### config.mk
export PLATFORM = sky130hd
export DESIGN_NAME = logic_op_arbiter
export DESIGN_NICKNAME = d
export VERILOG_FILES = /design/src/rtl/logic_op_arbiter.sv
export SDC_FILE = /design/constraint.sdc
export NUM_CORES = 1
export LEC_CHECK = 0
export CORE_ASPECT_RATIO = 2
export CORE_MARGIN = 5
export CORE_UTILIZATION = 48
export DETAILED_ROUTE_END_ITERATION = 10
export PLACE_DENSITY = 0.8
export SLEW_MARGIN = 20
export SYNTH_ARGS = -nofsm -noshare
export SYNTH_HDL_FRONTEND = slang
export SYNTH_SLANG_ARGS = --single-unit
### constraint.sdc
create_clock -name clk -period 1.7 [get_ports clk]
set_input_delay 0.34 -clock clk [delete_from_list [all_inputs] [get_ports clk]]
set_output_delay 0.34 -clock clk [all_outputs]
set_load 0.005 [all_outputs]
### src/rtl/logic_op_arbiter.sv
// Round-robin arbiter in front of a single registered bitwise logic unit.
// Two requesters share the unit; one transaction is in flight at a time
// (IDLE -> EXEC -> RESP) and the result is returned tagged with the owner ID.
module logic_op_arbiter #(
    parameter int unsigned WIDTH = 8,
    parameter int unsigned CNT_W = 16
) (
    input  logic             clk,
    input  logic             rst,
    input  logic             req0_valid,
    output logic             req0_ready,
    input  logic [WIDTH-1:0] req0_a,
    input  logic [WIDTH-1:0] req0_b,
    input  logic [1:0]       req0_op,
    input  logic             req1_valid,
    output logic             req1_ready,
    input  logic [WIDTH-1:0] req1_a,
    input  logic [WIDTH-1:0] req1_b,
    input  logic [1:0]       req1_op,
    output logic             rsp_valid,
    input  logic             rsp_ready,
    output logic             rsp_id,
    output logic [WIDTH-1:0] rsp_data,
    output logic             busy,
    output logic [CNT_W-1:0] txn_count
);

    typedef enum logic [1:0] {
        StIdle,
        StExec,
        StResp
    } state_e;

    localparam logic [1:0] OpAnd = 2'b00;
    localparam logic [1:0] OpOr  = 2'b01;
    localparam logic [1:0] OpXor = 2'b10;
    localparam logic [1:0] OpHold = 2'b11;

    state_e           state_q, state_d;
    logic             last_grant_q;
    logic [WIDTH-1:0] a_q, b_q;
    logic [1:0]       op_q;
    logic             id_q;
    logic [WIDTH-1:0] result_q;
    logic [CNT_W-1:0] cnt_q;

    logic grant0, grant1;
    logic accept;
    logic rsp_fire;

    // Grant: a lone requester wins; on a tie the one not served last wins.
    always_comb begin
        grant0 = 1'b0;
        grant1 = 1'b0;
        if (req0_valid && req1_valid) begin
            grant0 = last_grant_q;
            grant1 = ~last_grant_q;
        end else begin
            grant0 = req0_valid;
            grant1 = req1_valid;
        end
    end

    assign req0_ready = (state_q == StIdle) && grant0;
    assign req1_ready = (state_q == StIdle) && grant1;
    assign accept     = req0_ready || req1_ready;
    assign rsp_fire   = (state_q == StResp) && rsp_ready;

    // Next-state logic for the transaction sequencer.
    always_comb begin
        state_d = state_q;
        unique case (state_q)
            StIdle: if (accept) state_d = StExec;
            StExec: state_d = StResp;
            StResp: if (rsp_ready) state_d = StIdle;
            default: state_d = StIdle;
        endcase
    end

    // State register.
    always_ff @(posedge clk or negedge rst) begin
        if (!rst) begin
            state_q <= StIdle;
        end else begin
            state_q <= state_d;
        end
    end

    // Capture the granted payload and remember who was served.
    always_ff @(posedge clk or negedge rst) begin
        if (!rst) begin
            a_q          <= '0;
            b_q          <= '0;
            op_q         <= OpAnd;
            id_q         <= 1'b0;
            last_grant_q <= 1'b1;
        end else if (accept) begin
            a_q          <= grant1 ? req1_a : req0_a;
            b_q          <= grant1 ? req1_b : req0_b;
            op_q         <= grant1 ? req1_op : req0_op;
            id_q         <= grant1;
            last_grant_q <= grant1;
        end
    end

    // Execute stage; hold leaves the previous result (from either requester) untouched.
    always_ff @(posedge clk or negedge rst) begin
        if (!rst) begin
            result_q <= '0;
        end else if (state_q == StExec) begin
            unique case (op_q)
                OpAnd:  result_q <= a_q & b_q;
                OpOr:   result_q <= a_q | b_q;
                OpXor:  result_q <= a_q ^ b_q;
                OpHold: result_q <= result_q;
                default: result_q <= result_q;
            endcase
        end
    end

    // Completed-response counter, wraps naturally.
    always_ff @(posedge clk or negedge rst) begin
        if (!rst) begin
            cnt_q <= '0;
        end else if (rsp_fire) begin
            cnt_q <= cnt_q + {{(CNT_W-1){1'b0}}, 1'b1};
        end
    end

    assign rsp_valid = (state_q == StResp);
    assign busy      = (state_q != StIdle);
    assign rsp_id    = id_q;
    assign rsp_data  = result_q;
    assign txn_count = cnt_q;

endmodule

# Word level (Yosys, flattened, before mapping)
# Cells that the tools add are included.
# W data, S select, Z words.
[op_classes]
reduce_logical = 10
n_eq_ne = 7
bitwise_logic = 5
n_addsub = 1
n_mux = 9
[ops]
columns = ["op", "n"]
rows = [
  ["$pmux W8 S3", 1],
  ["$add A16 B1 Y16 const B", 1],
  ["$mux W8", 2],
  ["$and A8 B8 Y8", 1],
  ["$or A8 B8 Y8", 1],
  ["$xor A8 B8 Y8", 1],
  ["$eq A2 B2 Y1 const B", 3],
  ["$mux W2", 3],
  ["$pmux W2 S3", 1],
  ["$eq A2 B1 Y1 const B", 2],
  ["$logic_and A1 B1 Y1", 4],
  ["$logic_not A2 Y1", 2],
  ["$reduce_and A2 Y1", 2],
  ["$mux W1", 2],
  ["$ne A2 B1 Y1 const B", 1],
  ["$ne A2 B2 Y1 const B", 1],
  ["$not A1 Y1", 2],
  ["$reduce_bool A2 Y1", 1],
  ["$logic_or A1 B1 Y1", 1],
]
[word_totals]
regBits = 46
out_inout_bits = 29
input_bits = 41

# Depth between registers and ports, before layout
# Gate-level depths: netlist of the first run.
[depth]
depth_word = 6
ltp_mapped = 7
mapped_depth_nobuf = 6

# Least setup slack after synthesis of the first run
# No wires, ideal clock.
[synth_path]
path_type = "register -> register"
from = "register op_q[0]"
to = "register result_q[7] (netlist: rsp_data[7])"
t_arrival_ps = 1383
setup_slack_ps = 187
setup_time_ps = 130
t_required_ps = 1570
path_buffers = 2
stages_incl_launch_ff = 8
path_cell_list = "dfrtp_1 > inv_1 > ha_1 > clkbuf_1 > clkbuf_1 > a21oi_1 > a21oi_1 > o21ai_0"
[synth_via]
elab_chain_cells = 3
word_cells_on_any_way = 7
cone_classes = "eq/ne (3); mux (1); bitwise (1); reduce/logical (2)"
[synth_rtl]
columns = ["item", "line_no", "rtl"]
rows = [
  ["start, declared", "42", "logic [1:0] op_q;"],
  ["start signal, assigned", "94", "op_q <= OpAnd;"],
  ["start signal, assigned", "100", "op_q <= grant1 ? req1_op : req0_op;"],
  ["branches (longest 3 deep; another with $pmux W8 S3)", "-", ""],
  ["end signal, assigned", "112", "OpAnd: result_q <= a_q & b_q;"],
  ["end signal, assigned", "113", "OpOr: result_q <= a_q | b_q;"],
  ["end signal, assigned", "114", "OpXor: result_q <= a_q ^ b_q;"],
  ["end, declared", "44", "logic [WIDTH-1:0] result_q;"],
]
# Parallel ways; which one is timed is not known.
# A chain may end at the register's enable or synchronous reset.

# Worst setup path in the final report of the first run
[layout_path]
from = "register cnt_q[4] (netlist: txn_count[4])"
to = "output port txn_count[4]"
[layout_rtl]
columns = ["item", "line_no", "rtl"]
rows = [
  ["start, declared", "45", "logic [CNT_W-1:0] cnt_q;"],
  ["start signal, assigned", "126", "cnt_q <= cnt_q + {{(CNT_W-1){1'b0}}, 1'b1};"],
  ["end, declared", "25", "output logic [CNT_W-1:0] txn_count"],
]
# No word-level cell between the ends.

==> results of run 1 <==
[report_power, final]
group | internal (uW) | switching [uW] | leakage (uW)
clock | 328 | 352 | 0.0000482
combinational | 1210 | 1100 | 0.00104
sequential | 1500 | 335 | 0.000550
[registers in the layout, indices dropped and copies added, names as in the netlist]
signal	cells
rsp_data	8
b_q	8
op_q	2
txn_count	16
a_q	8
last_grant_q	1
state_q	2
rsp_id	1
[worst max path at each step]
stage / from / to / slack, ns / depth (start not counted)
4_1_cts: req1_valid / req1_ready / 0.008 / 4
3_3_place_gp: req1_valid / req1_ready / -0.27 / 4
5_1_grt: state_q[1]$_DFFE_PN0P_ / req0_ready / 0.009 / 5
6_report: txn_count[4]$_DFFE_PN0P_ / txn_count[4] / 0.08 / 1
3_5_place_dp: req1_valid / req1_ready / -0.30 / 4
2_1_floorplan: op_q[0]$_DFFE_PN0P_ / rsp_data[7]$_DFFE_PN0P_ / 0.19 / 7
[routing by layer]
layer,GRT usage,wire [um],vias up
met5,0,0,-
met2,0.315,2930,54
met1,0.154,1810,943
met3,0.0342,261,10
met4,0.0680,131,0
li1,-,-,1001
[final cells by class]
cell class,instances,area share
Timing Repair Buffer,83,0.237
Multi-Input combinational cell,176,0.354
Clock buffer,7,0.0250
Tap cell,58,0.0210
Sequential cell,46,0.334
Inverter,25,0.0272
Clock inverter,1,0.00145
[cell families after synthesis]
kind of cell    after synthesis  share of synthesized area
buf+inv                      37                     0.0728
simple gates                 73                      0.146
compound gates               49                      0.103
fa+ha+maj                    20                     0.0984
mux                          19                     0.0753
flops                        46                      0.453
xor+xnor                     15                     0.0517
[cell usage after synthesis (8+ instances only)]
master / instances
xnor2_1: 10
nand2b_1: 9
nand2_1: 21
inv_1: 25
o21ai_0: 8
a21oi_1: 35
ha_1: 20
nor2_1: 24
mux2i_1: 18
dfrtp_1: 45
[repair_timing]
action                                 CTS  global route
resized for setup                       11             3
setup buffers                            3             0
setup endpoints to repair                4             2
endpoints found under the hold margin   12             0
hold buffers                             1             0
cloned                                   0             0
pin swaps                                1             2
[per-stage QoR]
step	util	hold slack, ns
after floorplan	-	0.0444
after global placement	0.646	0.318
after detailed placement	0.646	0.322
after CTS	0.671	0.480
after global routing	0.671	0.498
final	0.671	0.471
==> results.cfg, run 1 <==
[grt]
grt_pass1_wl_um = 8790
grt_usage = 0.164
grt_max_degree = 38
grt_pass1_vias = 2081
antenna_found_initial = 0
gr-total-overflow = 0

[yosys]
netlist_area_um2 = 2540
synth_seq_cells = 46
synth_top_area_frac = 0.443
synth_fp_nets = 320
post-synth-top-area-cell = dfrtp_1
synth_area_leaders = dfrtp_1, ha_1, mux2i_1
syn_inst = 259
seq_area_frac_synth = 0.453
synth_edf_count = 0
synth.avg_cell_area_um2 = 9.82
synth_ff_type = dfrtp_1
yosysUniqueCellTypes = 35
yosys_warnings = 0
synthArstFlopShare = 1.00

[place]
port_buffers = 69
post-place-ws_ns = -0.300
dp_hpwl_um = 4150
routabilityCongestion = 0.788
dpl_cell_area_um2 = 3320
dpl.cell_count = 384

[clock_network]
root_buffer = clkbuf_8
cts_buffer_depth = 2
cts_tree = yes
path_clk_slew_ns = 0.08
clk_latency_ns = 0.29
cts_buffers = 5
cts.sinks = 46
htreeDepth = 2

[run]
cap_viol_max_count = 0

[timing]
timing.final.hold_violations = 0
setup_violations = 0
finalCriticalPeriod_ns = 1.62
worst_pin_slew_ns = 0.485
slew_headroom = 0.677
rsz0062_at_grt = false
post-route-period-util = 0.952
fmax_ghz = 0.618
finalSetupTns_ns = 0
worst_slack_ns = 0.0815
finalMaxSlewViolations = 0
clock_skew_ns = 0.00573

[cells_and_area]
num_antenna_cells = 0
final_common_cell = clkdlybuf4s50_1
final_cell_area_um2 = 3450
synthToLayoutAreaGrowth_pct = 35.7
multi_input_area_um2 = 1220
num-fill-cells = 392
seq_area_um2 = 1150
drive_above_1_share = 0.107
instances_no_fill = 396
fin_nets = 398
layout_common_cells = clkdlybuf4s50_1, dfrtp_1, a21oi_1

[setup_path]
r2r_start = op_q[0]$_DFFE_PN0P_
arrival_ns = 1.28
slowest_stage = clkdlybuf4s50_1
r2r_setup_slack_ns = 0.27
cp.buffers_inverters = 1
max_stage_delay_ns = 0.54
worstPathCellList = clkdlybuf4s50_1
rr_endpoint = rsp_data[0]$_DFFE_PN0P_
reg2regPathDepth = 6
cp_max_fo = 6
end_kind = output port
critPathLaunchType = flip-flop
crit_type = reg2out
crit_family = buffers and inverters
cp.required_ns = 1.36

[die]
core_um2 = 5140
io_pins = 70
start_util = 0.495
rows = 37
die_y_um = 113
fp.dieW_um = 61.5
die_area_um2 = 6940

[power_and_ir_drop]
power.density_nw_per_um2 = 1400
p_leak_uw = 0.00164
p_total_uw = 4820
vdd_drop_max_mv = 0.961

[detailed_routing]
wl_per_cell_um = 13.0
finalWirelength_um = 5130
ant_nets = 0
num_vias = 2008
first_pass_iters = 3
drc = 0
drt_iter0_drc = 77
via_per_inst = 5.07

[min_path]
whs_path_depth = 1
whs_endpoint = txn_count[15]$_DFFE_PN0P_
hold_path.startpoint = txn_count[15]$_DFFE_PN0P_
min_path_type = reg2reg

[run_status]
status = complete, no violations
Note: power is estimated with default switching activity, not from simulation.
==> run 2: changes to the inputs <==
--- a/config.mk
+++ b/config.mk
@@ -8,6 +8,7 @@
 export CORE_ASPECT_RATIO = 2
 export CORE_MARGIN = 5
 export CORE_UTILIZATION = 48
+export CTS_BUF_LIST = sky130_fd_sc_hd__clkbuf_4 sky130_fd_sc_hd__clkbuf_8 sky130_fd_sc_hd__clkbuf_16
 export DETAILED_ROUTE_END_ITERATION = 10
 export PLACE_DENSITY = 0.8
 export SLEW_MARGIN = 20
==> run 2 against run 1 <==
Compared with the run above:
- clock skew rose by 0.0022 ns
- flip-flop and latch count stayed put
- first-iteration DRC count decreased by 6.5%
- register-to-register slack about the same
- global-route usage did not move
- cell count unchanged
- highest routed layer unchanged
==> results.cfg, run 2 (synthesized netlist as in run 1, its figures left out) <==
[setup_path]
cp.buffers_inverters = 1
slowest_stage = clkdlybuf4s50_1
crit_family = buffers and inverters
worstPathCellList = clkdlybuf4s50_1
cp.required_ns = 1.36
crit_type = reg2out
max_stage_delay_ns = 0.54
end_kind = output port
startpoint = txn_count[4]$_DFFE_PN0P_
cp_max_fo = 6
r2r_setup_slack_ns = 0.27
critPathLaunchType = flip-flop
cp_num_cells = 1
arrival_ns = 1.28
r2r_start = op_q[0]$_DFFE_PN0P_
reg2regPathDepth = 6
rr_endpoint = rsp_data[0]$_DFFE_PN0P_

[power_and_ir_drop]
vdd_drop_max_mv = 0.965
internal-power_uw = 3050
p_leak_uw = 0.00164
seq_power_share = 0.378
p_switching_uw = 1790
p_total_uw = 4840
power.density_nw_per_um2 = 1400
sw_frac_of_total = 0.370
combinationalPowerShare = 0.477
pwr-share-clk = 0.144

[die]
core_um2 = 5140
die_area_um2 = 6940
rows = 37
start_util = 0.495
io_pins = 70
fp.dieW_um = 61.5
die_y_um = 113

[clock_network]
clk_latency_ns = 0.30
cts_tree = yes
cts.sinks = 46
cts_buffers = 5
cts_buffer_depth = 2
htreeDepth = 2
root_buffer = clkbuf_8
path_clk_slew_ns = 0.08

[detailed_routing]
ant_nets = 0
drc = 0
first_pass_iters = 3
num_vias = 2007
finalWirelength_um = 5140
drt_iter0_drc = 72
wl_per_cell_um = 13.0
via_per_inst = 5.07

[timing]
fmax_ghz = 0.617
post-route-period-util = 0.953
finalCriticalPeriod_ns = 1.62
clock_skew_ns = 0.00790
setup_violations = 0
finalMaxSlewViolations = 0
slew_headroom = 0.677
timing.final.hold_violations = 0
rsz0062_at_grt = false
worst_slack_ns = 0.0793
worst_pin_slew_ns = 0.485

[run_status]
status = complete, no violations

[grt]
grt_pass1_vias = 2078
grt_usage = 0.164
grt_pass1_wl_um = 8790
grt_max_degree = 38
antenna_found_initial = 0
gr-total-overflow = 0

[cells_and_area]
num_antenna_cells = 0
fin_nets = 398
synthToLayoutAreaGrowth_pct = 35.8
instances_no_fill = 396
largest_register_ffs = 16
layout_common_cells = clkdlybuf4s50_1, dfrtp_1, a21oi_1
drive_above_1_share = 0.109
num-fill-cells = 392
final_common_cell = clkdlybuf4s50_1

[place]
routabilityCongestion = 0.788
port_buffers = 69
post-place-ws_ns = -0.300
dp_hpwl_um = 4150
dpl.cell_count = 384

[min_path]
hold_path.startpoint = txn_count[15]$_DFFE_PN0P_
whs_path_depth = 1
min_path_type = reg2reg
whs_endpoint = txn_count[15]$_DFFE_PN0P_

[run]
cap_viol_max_count = 0
==> run 2: cell counts in the layout (fill, tap and decap cells not counted) <==
No cell type changed its count.
==> run 2: metal layers <==
layer  global-route usage  share of wire  vias to the layer above
met3               0.0342          0.051                       10
met2                0.315           0.57                       54
met1                0.154           0.35                      942
met5                    0              0                        -
li1                     -              -                     1001
met4               0.0680          0.026                        0
==> run 2: repair_timing <==
action,in CTS,in global routing
cloned,0,0
setup endpoints to repair,4,2
endpoints found under the hold margin,12,0
hold buffers,1,0
resized for setup,11,3
pin swaps,1,2
buffers inserted,3,0
==> run 2: per-stage QoR <==
| stage | util | area [um2] | hold WS (ns) | TNS (ns) |
|---|---|---|---|---|
| after floorplan | - | 2540 | 0.0444 | 0 |
| after global placement | 0.646 | 3320 | 0.318 | -1.03 |
| after detailed placement | 0.646 | 3320 | 0.322 | -1.83 |
| after CTS | 0.672 | 3450 | 0.480 | 0 |
| after global routing | 0.672 | 3450 | 0.498 | 0 |
| final | 0.672 | 3450 | 0.471 | 0 |
==> run 2: power by group through the flow <==
stage          clock [uW]  combinational (uW)  sequential [uW]
2_1_floorplan           0                1440             1780
3_3_place_gp            0                2200             1820
3_5_place_dp            0                2290             1850
4_1_cts               724                2340             1840
5_1_grt               764                2670             1900
6_report              699                2310             1830
==> run 2: how the worst max path moves through the flow <==
stage                              end
2_1_floorplan  rsp_data[7]$_DFFE_PN0P_
3_3_place_gp                req1_ready
3_5_place_dp                req1_ready
4_1_cts                     req1_ready
5_1_grt                     req0_ready
6_report                  txn_count[4]
==> run 2: layout make-up <==
class                      instances  area, um2  area share
clock inverter                     1       5.00     0.00145
clock buffer                       7       90.1      0.0261
inverter                          25       93.8      0.0272
sequential                        46       1150       0.334
multi-input combinational        176       1220       0.354
tap                               58       72.6      0.0210
timing repair buffer              83        818       0.237
==> run 3: changes to the inputs <==
--- a/config.mk
+++ b/config.mk
@@ -9,6 +9,7 @@
 export CORE_MARGIN = 5
 export CORE_UTILIZATION = 48
 export CTS_BUF_LIST = sky130_fd_sc_hd__clkbuf_4 sky130_fd_sc_hd__clkbuf_8 sky130_fd_sc_hd__clkbuf_16
+export CTS_CLUSTER_SIZE = 14
 export DETAILED_ROUTE_END_ITERATION = 10
 export PLACE_DENSITY = 0.8
 export SLEW_MARGIN = 20
==> results of run 3 <==
Final layout, timing and power as in run 2 (identical DEF).
